==> src/rtl/keen_decode_stage_if.sv <==
// Handshake and decoded-entry bundle between fetch, keen_decode_stage and execute.
// The out_illegal signal exists only when KEEN_DECODE_ILLEGAL_EN is defined.
interface keen_decode_stage_if #(
   parameter int unsigned XLEN = 32,
   parameter int unsigned ILEN = 32
);
   logic              in_valid;
   logic              in_ready;
   logic [ILEN-1:0]   in_insn;
   logic              out_valid;
   logic              out_ready;
   logic [6:0]        out_opcode;
   logic [4:0]        out_rd;
   logic [4:0]        out_rs1;
   logic [4:0]        out_rs2;
   logic [2:0]        out_funct3;
   logic [6:0]        out_funct7;
   logic [2:0]        out_fmt;
   logic [XLEN-1:0]   out_imm;
`ifdef KEEN_DECODE_ILLEGAL_EN
   logic              out_illegal;
`endif

   // Upstream/downstream environment side
   modport master (
      output in_valid, in_insn, out_ready,
      input  in_ready, out_valid, out_opcode, out_rd, out_rs1, out_rs2,
             out_funct3, out_funct7, out_fmt, out_imm
`ifdef KEEN_DECODE_ILLEGAL_EN
      , input out_illegal
`endif
   );

   // Decode stage side
   modport slave (
      input  in_valid, in_insn, out_ready,
      output in_ready, out_valid, out_opcode, out_rd, out_rs1, out_rs2,
             out_funct3, out_funct7, out_fmt, out_imm
`ifdef KEEN_DECODE_ILLEGAL_EN
      , output out_illegal
`endif
   );
endinterface

==> src/rtl/keen_decode_stage.sv <==
// keen_decode_stage: registered RV32I decode with a two-entry (output + skid)
// buffer and synchronous flush. Optional illegal-instruction flag is enabled
// by defining KEEN_DECODE_ILLEGAL_EN.
module keen_decode_stage #(
   parameter int unsigned XLEN = 32,
   parameter int unsigned ILEN = 32
) (
   input  logic               clk,
   input  logic               rst,
   input  logic               flush,
   keen_decode_stage_if.slave bus
);
   localparam int unsigned FMT_W = 3;
   localparam int unsigned OPC_W = 7;

   localparam logic [FMT_W-1:0] FMT_R   = 3'd0;
   localparam logic [FMT_W-1:0] FMT_I   = 3'd1;
   localparam logic [FMT_W-1:0] FMT_S   = 3'd2;
   localparam logic [FMT_W-1:0] FMT_B   = 3'd3;
   localparam logic [FMT_W-1:0] FMT_U   = 3'd4;
   localparam logic [FMT_W-1:0] FMT_J   = 3'd5;
   localparam logic [FMT_W-1:0] FMT_UNK = 3'd7;

   localparam logic [OPC_W-1:0] OPC_LUI    = 7'b0110111;
   localparam logic [OPC_W-1:0] OPC_AUIPC  = 7'b0010111;
   localparam logic [OPC_W-1:0] OPC_JAL    = 7'b1101111;
   localparam logic [OPC_W-1:0] OPC_JALR   = 7'b1100111;
   localparam logic [OPC_W-1:0] OPC_LOAD   = 7'b0000011;
   localparam logic [OPC_W-1:0] OPC_OPIMM  = 7'b0010011;
   localparam logic [OPC_W-1:0] OPC_FENCE  = 7'b0001111;
   localparam logic [OPC_W-1:0] OPC_SYSTEM = 7'b1110011;
   localparam logic [OPC_W-1:0] OPC_BRANCH = 7'b1100011;
   localparam logic [OPC_W-1:0] OPC_STORE  = 7'b0100011;
   localparam logic [OPC_W-1:0] OPC_OP     = 7'b0110011;

   // Reject unsupported configurations at elaboration
   generate
      if (ILEN != 32) begin : g_ilen_chk
         $error("keen_decode_stage: ILEN must be 32");
      end
      if (XLEN < 32) begin : g_xlen_chk
         $error("keen_decode_stage: XLEN must be >= 32");
      end
   endgenerate

   typedef struct packed {
      logic [OPC_W-1:0] opcode;
      logic [4:0]       rd;
      logic [4:0]       rs1;
      logic [4:0]       rs2;
      logic [2:0]       funct3;
      logic [6:0]       funct7;
      logic [FMT_W-1:0] fmt;
      logic [XLEN-1:0]  imm;
`ifdef KEEN_DECODE_ILLEGAL_EN
      logic             illegal;
`endif
   } entry_t;

   typedef enum logic [1:0] {
      ST_EMPTY = 2'd0,
      ST_ONE   = 2'd1,
      ST_FULL  = 2'd2
   } state_t;

   logic [31:0]      w_insn;
   logic [FMT_W-1:0] w_fmt;
   logic [31:0]      w_imm32;
   entry_t           w_dec;
   logic             w_accept;
   logic             w_drain;
   state_t           w_state_nxt;
   logic             w_ld_out_dec;
   logic             w_ld_out_skid;
   logic             w_ld_skid;

   state_t           r_state;
   logic             r_out_valid;
   logic             r_in_ready;
   entry_t           r_out;
   entry_t           r_skid;

   assign w_insn = bus.in_insn;

   // Instruction format from opcode
   always_comb begin
      w_fmt = FMT_UNK;
      case (w_insn[6:0])
         OPC_LUI, OPC_AUIPC:                                   w_fmt = FMT_U;
         OPC_JAL:                                              w_fmt = FMT_J;
         OPC_JALR, OPC_LOAD, OPC_OPIMM, OPC_FENCE, OPC_SYSTEM: w_fmt = FMT_I;
         OPC_BRANCH:                                           w_fmt = FMT_B;
         OPC_STORE:                                            w_fmt = FMT_S;
         OPC_OP:                                               w_fmt = FMT_R;
         default:                                              w_fmt = FMT_UNK;
      endcase
   end

   // 32-bit immediate per format; widened to XLEN with sign extension below
   always_comb begin
      w_imm32 = 32'h0;
      case (w_fmt)
         FMT_I:   w_imm32 = {{20{w_insn[31]}}, w_insn[31:20]};
         FMT_S:   w_imm32 = {{20{w_insn[31]}}, w_insn[31:25], w_insn[11:7]};
         FMT_B:   w_imm32 = {{19{w_insn[31]}}, w_insn[31], w_insn[7],
                             w_insn[30:25], w_insn[11:8], 1'b0};
         FMT_U:   w_imm32 = {w_insn[31:12], 12'h000};
         FMT_J:   w_imm32 = {{11{w_insn[31]}}, w_insn[31], w_insn[19:12],
                             w_insn[20], w_insn[30:21], 1'b0};
         default: w_imm32 = 32'h0;
      endcase
   end

   // Assemble the decoded entry; field slices are raw regardless of format
   always_comb begin
      w_dec        = '0;
      w_dec.opcode = w_insn[6:0];
      w_dec.rd     = w_insn[11:7];
      w_dec.rs1    = w_insn[19:15];
      w_dec.rs2    = w_insn[24:20];
      w_dec.funct3 = w_insn[14:12];
      w_dec.funct7 = w_insn[31:25];
      w_dec.fmt    = w_fmt;
      w_dec.imm    = XLEN'($signed(w_imm32));
`ifdef KEEN_DECODE_ILLEGAL_EN
      w_dec.illegal = (w_insn[1:0] != 2'b11) || (w_fmt == FMT_UNK) || (w_insn == 32'h0);
      case (w_insn[6:0])
         OPC_JALR:   if (w_insn[14:12] != 3'd0) w_dec.illegal = 1'b1;
         OPC_BRANCH: if (w_insn[14:12] == 3'd2 || w_insn[14:12] == 3'd3) w_dec.illegal = 1'b1;
         OPC_LOAD:   if (w_insn[14:12] == 3'd3 || w_insn[14:12] >= 3'd6) w_dec.illegal = 1'b1;
         OPC_STORE:  if (w_insn[14:12] > 3'd2) w_dec.illegal = 1'b1;
         default:    ;
      endcase
`endif
   end

   assign w_accept = bus.in_valid & r_in_ready;
   assign w_drain  = r_out_valid & bus.out_ready;

   // Occupancy state register
   always_ff @(posedge clk or posedge rst) begin
      if (rst) r_state <= ST_EMPTY;
      else     r_state <= w_state_nxt;
   end

   // Next occupancy and buffer load controls; flush overrides any transfer
   always_comb begin
      w_state_nxt   = r_state;
      w_ld_out_dec  = 1'b0;
      w_ld_out_skid = 1'b0;
      w_ld_skid     = 1'b0;
      if (flush) begin
         w_state_nxt = ST_EMPTY;
      end else begin
         case (r_state)
            ST_EMPTY: begin
               if (w_accept) begin
                  w_state_nxt  = ST_ONE;
                  w_ld_out_dec = 1'b1;
               end
            end
            ST_ONE: begin
               if (w_accept && w_drain) begin
                  w_ld_out_dec = 1'b1;
               end else if (w_accept) begin
                  w_state_nxt = ST_FULL;
                  w_ld_skid   = 1'b1;
               end else if (w_drain) begin
                  w_state_nxt = ST_EMPTY;
               end
            end
            ST_FULL: begin
               if (w_drain) begin
                  w_state_nxt   = ST_ONE;
                  w_ld_out_skid = 1'b1;
               end
            end
            default: w_state_nxt = ST_EMPTY;
         endcase
      end
   end

   // Output/skid registers and registered handshake flags
   always_ff @(posedge clk or posedge rst) begin
      if (rst) begin
         r_out_valid <= 1'b0;
         r_in_ready  <= 1'b1;
         r_out       <= '0;
         r_skid      <= '0;
      end else begin
         r_out_valid <= (w_state_nxt != ST_EMPTY);
         r_in_ready  <= (w_state_nxt != ST_FULL);
         if (w_ld_out_dec)       r_out <= w_dec;
         else if (w_ld_out_skid) r_out <= r_skid;
         if (w_ld_skid)          r_skid <= w_dec;
      end
   end

   assign bus.in_ready   = r_in_ready;
   assign bus.out_valid  = r_out_valid;
   assign bus.out_opcode = r_out.opcode;
   assign bus.out_rd     = r_out.rd;
   assign bus.out_rs1    = r_out.rs1;
   assign bus.out_rs2    = r_out.rs2;
   assign bus.out_funct3 = r_out.funct3;
   assign bus.out_funct7 = r_out.funct7;
   assign bus.out_fmt    = r_out.fmt;
   assign bus.out_imm    = r_out.imm;
`ifdef KEEN_DECODE_ILLEGAL_EN
   assign bus.out_illegal = r_out.illegal;
`endif
endmodule

==> src/flat_wrapper.sv <==
// flat-port wrapper written by rule: the top's interface ports become plain ports
module keen_decode_stage_flat 
#(
   parameter int unsigned XLEN = 32,
   parameter int unsigned ILEN = 32
)
  (clk, rst, flush, bus_in_valid, bus_in_insn, bus_out_ready, bus_in_ready, bus_out_valid, bus_out_opcode, bus_out_rd, bus_out_rs1, bus_out_rs2, bus_out_funct3, bus_out_funct7, bus_out_fmt, bus_out_imm);
  keen_decode_stage_if #(.XLEN(XLEN), .ILEN(ILEN)) bus_i ();
  input  logic clk;
  input  logic rst;
  input  logic flush;
  input wire logic [$bits(bus_i.in_valid)-1:0] bus_in_valid;
  input wire logic [$bits(bus_i.in_insn)-1:0] bus_in_insn;
  input wire logic [$bits(bus_i.out_ready)-1:0] bus_out_ready;
  output wire logic [$bits(bus_i.in_ready)-1:0] bus_in_ready;
  output wire logic [$bits(bus_i.out_valid)-1:0] bus_out_valid;
  output wire logic [$bits(bus_i.out_opcode)-1:0] bus_out_opcode;
  output wire logic [$bits(bus_i.out_rd)-1:0] bus_out_rd;
  output wire logic [$bits(bus_i.out_rs1)-1:0] bus_out_rs1;
  output wire logic [$bits(bus_i.out_rs2)-1:0] bus_out_rs2;
  output wire logic [$bits(bus_i.out_funct3)-1:0] bus_out_funct3;
  output wire logic [$bits(bus_i.out_funct7)-1:0] bus_out_funct7;
  output wire logic [$bits(bus_i.out_fmt)-1:0] bus_out_fmt;
  output wire logic [$bits(bus_i.out_imm)-1:0] bus_out_imm;
  assign bus_i.in_valid = bus_in_valid;
  assign bus_i.in_insn = bus_in_insn;
  assign bus_i.out_ready = bus_out_ready;
  assign bus_in_ready = bus_i.in_ready;
  assign bus_out_valid = bus_i.out_valid;
  assign bus_out_opcode = bus_i.out_opcode;
  assign bus_out_rd = bus_i.out_rd;
  assign bus_out_rs1 = bus_i.out_rs1;
  assign bus_out_rs2 = bus_i.out_rs2;
  assign bus_out_funct3 = bus_i.out_funct3;
  assign bus_out_funct7 = bus_i.out_funct7;
  assign bus_out_fmt = bus_i.out_fmt;
  assign bus_out_imm = bus_i.out_imm;
  keen_decode_stage #(.XLEN(XLEN), .ILEN(ILEN)) u_core (.clk(clk), .rst(rst), .flush(flush), .bus(bus_i));
endmodule
==> config.mk <==
export PLATFORM = sky130hd
export DESIGN_NAME = keen_decode_stage_flat
export DESIGN_NICKNAME = d
export VERILOG_FILES = /design/src/rtl/keen_decode_stage_if.sv /design/src/rtl/keen_decode_stage.sv /design/src/flat_wrapper.sv
export SDC_FILE = /design/constraint.sdc
export NUM_CORES = 1
export LEC_CHECK = 0
export ABC_AREA = 1
export ABC_CLOCK_PERIOD_IN_PS = 4800
export CAP_MARGIN = 0
export CORE_MARGIN = 4
export CORE_UTILIZATION = 30
export CTS_BUF_LIST = sky130_fd_sc_hd__clkbuf_4 sky130_fd_sc_hd__clkbuf_8 sky130_fd_sc_hd__clkbuf_16
export DETAILED_ROUTE_END_ITERATION = 10
export PLACE_DENSITY = 0.63
export SYNTH_ARGS = -nofsm -noshare
export SYNTH_HDL_FRONTEND = slang
export SYNTH_SLANG_ARGS = --single-unit
==> constraint.sdc <==
create_clock -name clk -period 4.8 [get_ports clk]
set_clock_uncertainty 0.15 [all_clocks]
set_input_delay 0.96 -clock clk [delete_from_list [all_inputs] [get_ports clk]]
set_output_delay 0.96 -clock clk [all_outputs]
set_load 0.02 [all_outputs]
# After elaboration in Yosys (flattened, before gate mapping)
# Cells that the tools add are included.
# Widths: inputs -> output; s select.
op_classes:
  add_sub_neg: 0
  mul: 0
  div: 0
  n_lt_le_gt_ge: 0
  eq_ne: 19
  shifts: 0
  n_mux: 21
  bitwise: 2
  n_reduce_logical: 6
op_table:
  columns: ["cell", "count"]
  rows:
  - ["$pmux 32 s5", 1]
  - ["$mux 67", 2]
  - ["$eq 7x7->1 const B", 4]
  - ["$eq 7x6->1 const B", 3]
  - ["$pmux 3 s6", 1]
  - ["$eq 7x5->1 const B", 2]
  - ["$mux 2", 6]
  - ["$mux 1", 9]
  - ["$eq 7x2->1 const B", 1]
  - ["$eq 7x4->1 const B", 1]
  - ["$eq 3x2->1 const B", 2]
  - ["$eq 3x3->1 const B", 2]
  - ["$pmux 2 s3", 1]
  - ["$reduce_or 5->1", 1]
  - ["$reduce_bool 2->1", 2]
  - ["$eq 3x1->1 const B", 1]
  - ["$and 1x1->1", 2]
  - ["$eq 2x1->1 const B", 1]
  - ["$eq 2x2->1 const B", 1]
  - ["$logic_not 2->1", 1]
  - ["$ne 2x2->1 const B", 1]
  - ["$pmux 1 s2", 1]
  - ["$reduce_or 2->1", 1]
  - ["$logic_and 1x1->1", 1]
word_totals:
  reg_bits: 138
  latchBits: 0
  ram_bits: 0
  rom_bits: 0
  in_bits: 37
  out_inout_bits: 69
  n_memories: 0

# Longest topological paths before layout
logic_depth:
  word_depth: 7
  mapped_depth: 12
  mapped_depth_nobuf: 12

# Worst setup path before layout
# Ideal clock, no wire load.
synth_timing:
  path_type: "input-to-reg"
  startpoint: "in bus_in_insn[0]"
  endpoint: "reg u_core.r_out, in the netlist u_core.bus.out_imm[28]"
  setup_time_ns: 0.117
  t_arrival_ns: 1.864
  path_slack_ns: 2.670
  cell_stages: 11
  n_path_buf: 1
  path_cell_list: "nand2_1 > inv_2 > nand2_2 > nor2_1 > nor2_2 > nand3_2 > nand2_2 > buf_6 > nand3_1 > nand2_1 > nand2_1"
synth_between:
  elab_chain_cells: 6
synth_rtl:
  columns: ["element", "line", "source"]
  rows:
  - ["from (decl)", "flat_wrapper.sv:13", "input wire logic [$bits(bus_i.in_insn)-1:0] bus_in_insn;"]
  - ["$eq 7x7->1, or another cell as far along", "keen_decode_stage.sv:88", "case (w_insn[6:0])"]
  - ["$reduce_or 5->1 or $reduce_or 2->1 (tied branches)", "keen_decode_stage.sv:88", null]
  - ["$pmux 3 s6 (*)", "keen_decode_stage.sv:88", null]
  - ["$eq 3x3->1, or another cell as far along", "keen_decode_stage.sv:102", "case (w_fmt)"]
  - ["$pmux 32 s5 (*)", "keen_decode_stage.sv:102", null]
  - ["$mux 67 (*)", "keen_decode_stage.sv:193", "if (w_ld_out_dec) r_out <= w_dec;"]
  - ["to (signal assigned)", "keen_decode_stage.sv:193", null]
  - ["to (signal assigned)", "keen_decode_stage.sv:194", "else if (w_ld_out_skid) r_out <= r_skid;"]
  - ["to (decl)", "keen_decode_stage.sv:80", "entry_t r_out;"]
# Mark *: on every way between the ends. The rest lies on a longest branch, timed or not.
# A chain may end at the register's enable or synchronous reset.

# Final worst setup path
layout_timing:
  startpoint: "in bus_in_insn[6]"
  endpoint: "reg u_core.r_out, in the netlist u_core.bus.out_imm[27]"
# Same word-level chain as after synthesis.

==> impl_metrics.yaml <==
power:
  power_density_mw_per_mm2: 451
  irDropWorstVdd_uv: 215
  clkPwrFrac: 0.330
  p_int_w: 0.00268
  combPwrFrac: 0.248
  leakage_nw: 4.28
  switchingPower_w: 0.00119
  pwr-share-seq: 0.422
  swShare: 0.308
synth:
  synth-seq-cells: 138
  synth-seq-area-share: 0.515
  syn_area_sq_mm: 0.00671
  syn_nets: 906
  ys.flop_type: "dfrtp_1"
  yosysMostFrequentCell: "nand2_1"
  yosys_warnings: 0
  netlist_instances: 869
  yosys.area.top_type_share: 0.511
  synthArstFlopShare: 1.00
  ys_top_cells_by_area: "dfrtp_1 (51%), nand2_1 (19%), inv_1 (7.0%)"
  synth-edff-count: 0
  synthTopCellsByCount: "nand2_1 (339), dfrtp_1 (137), inv_1 (125)"
  avgSynthCellArea_sq_um: 7.72
  synth.distinct_cells: 26
  yosysTopAreaCell: "dfrtp_1"
routing:
  wire_per_inst_um: 15.3
  drt_iter0_markers: 466
  drtPass1Iterations: 5
  wl_mm: 19.2
  vias_per_cell: 4.69
  drc: 0
  via_count: 5891
  ant_nets: 0
worst_hold_path:
  min_delay_path_depth: 2
  hold_path_class: "reg2reg"
  min_from: "u_core.r_skid[26]$_DFFE_PP0P_"
cts:
  clk_pin_slew_ns: 0.05
  cts_tree: "done"
  post_cts_resized: 0
  cts_sinks: 138
  numCtsBuffers: 17
  cts-root-buf: "clkbuf_16"
  clk_path_buf_depth: 2
  clock_latency_ns: 0.42
  htree_levels: 4
  cts_hold_buf: 0
  cts_setup_buffers: 0
timing:
  worstMarginPinSlew_ns: 0.777
  fin_crit_sh: 0.639
  fin_crit_ns: 3.07
  maxSlewViolCount: 0
  max_slew_margin: 0.482
  fin_tns_setup_ns: 0
  fmax_mhz: 326
  hold_viol_final: 0
  finalSetupViolCount: 0
  rsz0062_at_grt: "false"
  fin_hold_ws_ns: 0.330
floorplanning:
  dieArea_sq_mm: 0.0248
  num_io_pins: 106
  fp-row-count: 54
  design.core.area_sq_mm: 0.0219
  start_util: 0.306
  die_w_um: 158
  die_y_um: 158
worst_setup_path:
  cp.arrival_ns: 3.22
  end_kind: "flop"
  critPathRequiredTime_ns: 4.95
  path_class: "in2reg"
  r2r-start: "u_core.bus.out_valid$_DFF_PP0_"
  cp_max_fo: 21
  reg2regPathDepth: 8
  worstSetupStartpointType: "input port"
  crit_path_start: "bus_in_insn[6]"
final_layout:
  multi_input_area_sq_mm: 0.00254
  num-fill-cells: 2257
  layout.nets: 1000
  layout.cells.non_filler: 1255
  seqCellArea_sq_mm: 0.00345
  diodes: 0
  area_delta_synth_final_pct: 27.9
  drive_gt1_frac: 0.0851
global_route:
  grt_usage: 0.158
  antenna_found_initial: 0
  grt_max_degree: 93
  grt_overflow: 0
  grt_pass1_wl_mm: 30.7
  grt_pass1_vias: 5508
placed_design:
  dp_hpwl_mm: 13.0
  place_congestion: 0.816
  place.port_buffers: 105
  placed_cells: 1224
flow_run:
  max-cap-violations: 0
run_status:
  status: "completed"
-- path summary, 6_finish.rpt --
path                                                            to  slack (ns)
worst max-delay path            u_core.bus.out_imm[27]$_DFFE_PP0P_        1.73
worst min-delay path                 u_core.r_skid[26]$_DFFE_PP0P_        0.33
min in group asynchronous            u_core.r_skid[10]$_DFFE_PP0P_        0.87
worst max register to register   u_core.bus.out_rs1[0]$_DFFE_PP0P_        2.30
max in group asynchronous            u_core.r_skid[13]$_DFFE_PP0P_        3.14
worst min register to register       u_core.r_skid[26]$_DFFE_PP0P_        0.33
-- registers in the layout (all words and copies together), names as in the netlist --
register	cells
u_core.bus.out_funct7	7
u_core.bus.out_rs1	5
u_core.bus.out_opcode	7
u_core.bus.out_valid	1
u_core.bus.out_rs2	5
u_core.bus.out_imm	32
u_core.bus.in_ready	1
u_core.r_skid	67
u_core.bus.out_fmt	3
u_core.r_state	2
u_core.bus.out_funct3	3
u_core.bus.out_rd	5
-- logic make-up after synthesis --
logic type	after synthesis	synth area share
flops	138	0.515
buf+inv	175	0.106
simple gates	435	0.274
compound gates	121	0.105
-- layout by cell type (no fill, tap or decap), types with 5 or more instances in the layout --
| master | Yosys | final |
|---|---|---|
| buf_4 | 2 | 9 |
| clkbuf_16 | 0 | 17 |
| clkdlybuf4s50_1 | 0 | 105 |
| clkinv_2 | 0 | 6 |
| dfrtp_1 | 137 | 137 |
| inv_1 | 125 | 124 |
| inv_2 | 8 | 8 |
| nand2_1 | 339 | 339 |
| nand3_1 | 28 | 28 |
| nand3_2 | 18 | 18 |
| nand4_1 | 5 | 5 |
| nor2_1 | 29 | 29 |
| o211ai_1 | 18 | 18 |
| o21ai_0 | 87 | 87 |
| o221ai_1 | 14 | 14 |
| or2_2 | 5 | 5 |
-- stage by stage --
stage                      util  power [W]  instance area [sq um]  worst slack, ns
after global placement    0.366    0.00260                   8010             1.36
after detailed placement  0.366    0.00262                   8010             1.34
final                     0.392    0.00387                   8580             1.73
after global routing      0.392    0.00409                   8580             1.54
after floorplan               -    0.00217                   6710             1.97
after CTS                 0.392    0.00391                   8580             1.77
-- layer usage --
layer | global-route usage | wire, um | vias up
li1 | - | - | 2879
met1 | 0.221 | 8780 | 2817
met2 | 0.250 | 9090 | 177
met3 | 0.0346 | 1090 | 18
met4 | 0.0414 | 235 | 0
met5 | 0 | 0 | -
-- power groups by stage --
| stage | Clock, W | Sequential [W] | Combinational (W) |
|---|---|---|---|
| global route | 0.00135 | 0.00167 | 0.00107 |
| detailed placement | 0 | 0.00165 | 0.000968 |
| global placement | 0 | 0.00165 | 0.000949 |
| floorplan | 0 | 0.00176 | 0.000400 |
| CTS | 0.00130 | 0.00164 | 0.000974 |
| finish | 0.00128 | 0.00164 | 0.000960 |
-- cell type report --
cell class / instances / area share
Inverter: 134 / 0.0590
Tap cell: 280 / 0.0408
Clock inverter: 9 / 0.0115
Sequential cell: 138 / 0.403
Timing Repair Buffer: 116 / 0.135
Clock buffer: 22 / 0.0547
Multi-Input combinational cell: 556 / 0.296
-- worst max-delay path, stage by stage --
cell	delay, ns
clkdlybuf4s50_1	0.60
inv_2	0.12
nand2_1	0.11
nor2_1	0.06
nor2_2	0.11
nand3_2	0.30
nand2_2	0.55
nand3_1	0.21
nand2_1	0.11
nand2_1	0.07
(Power assumes the default switching activity.)
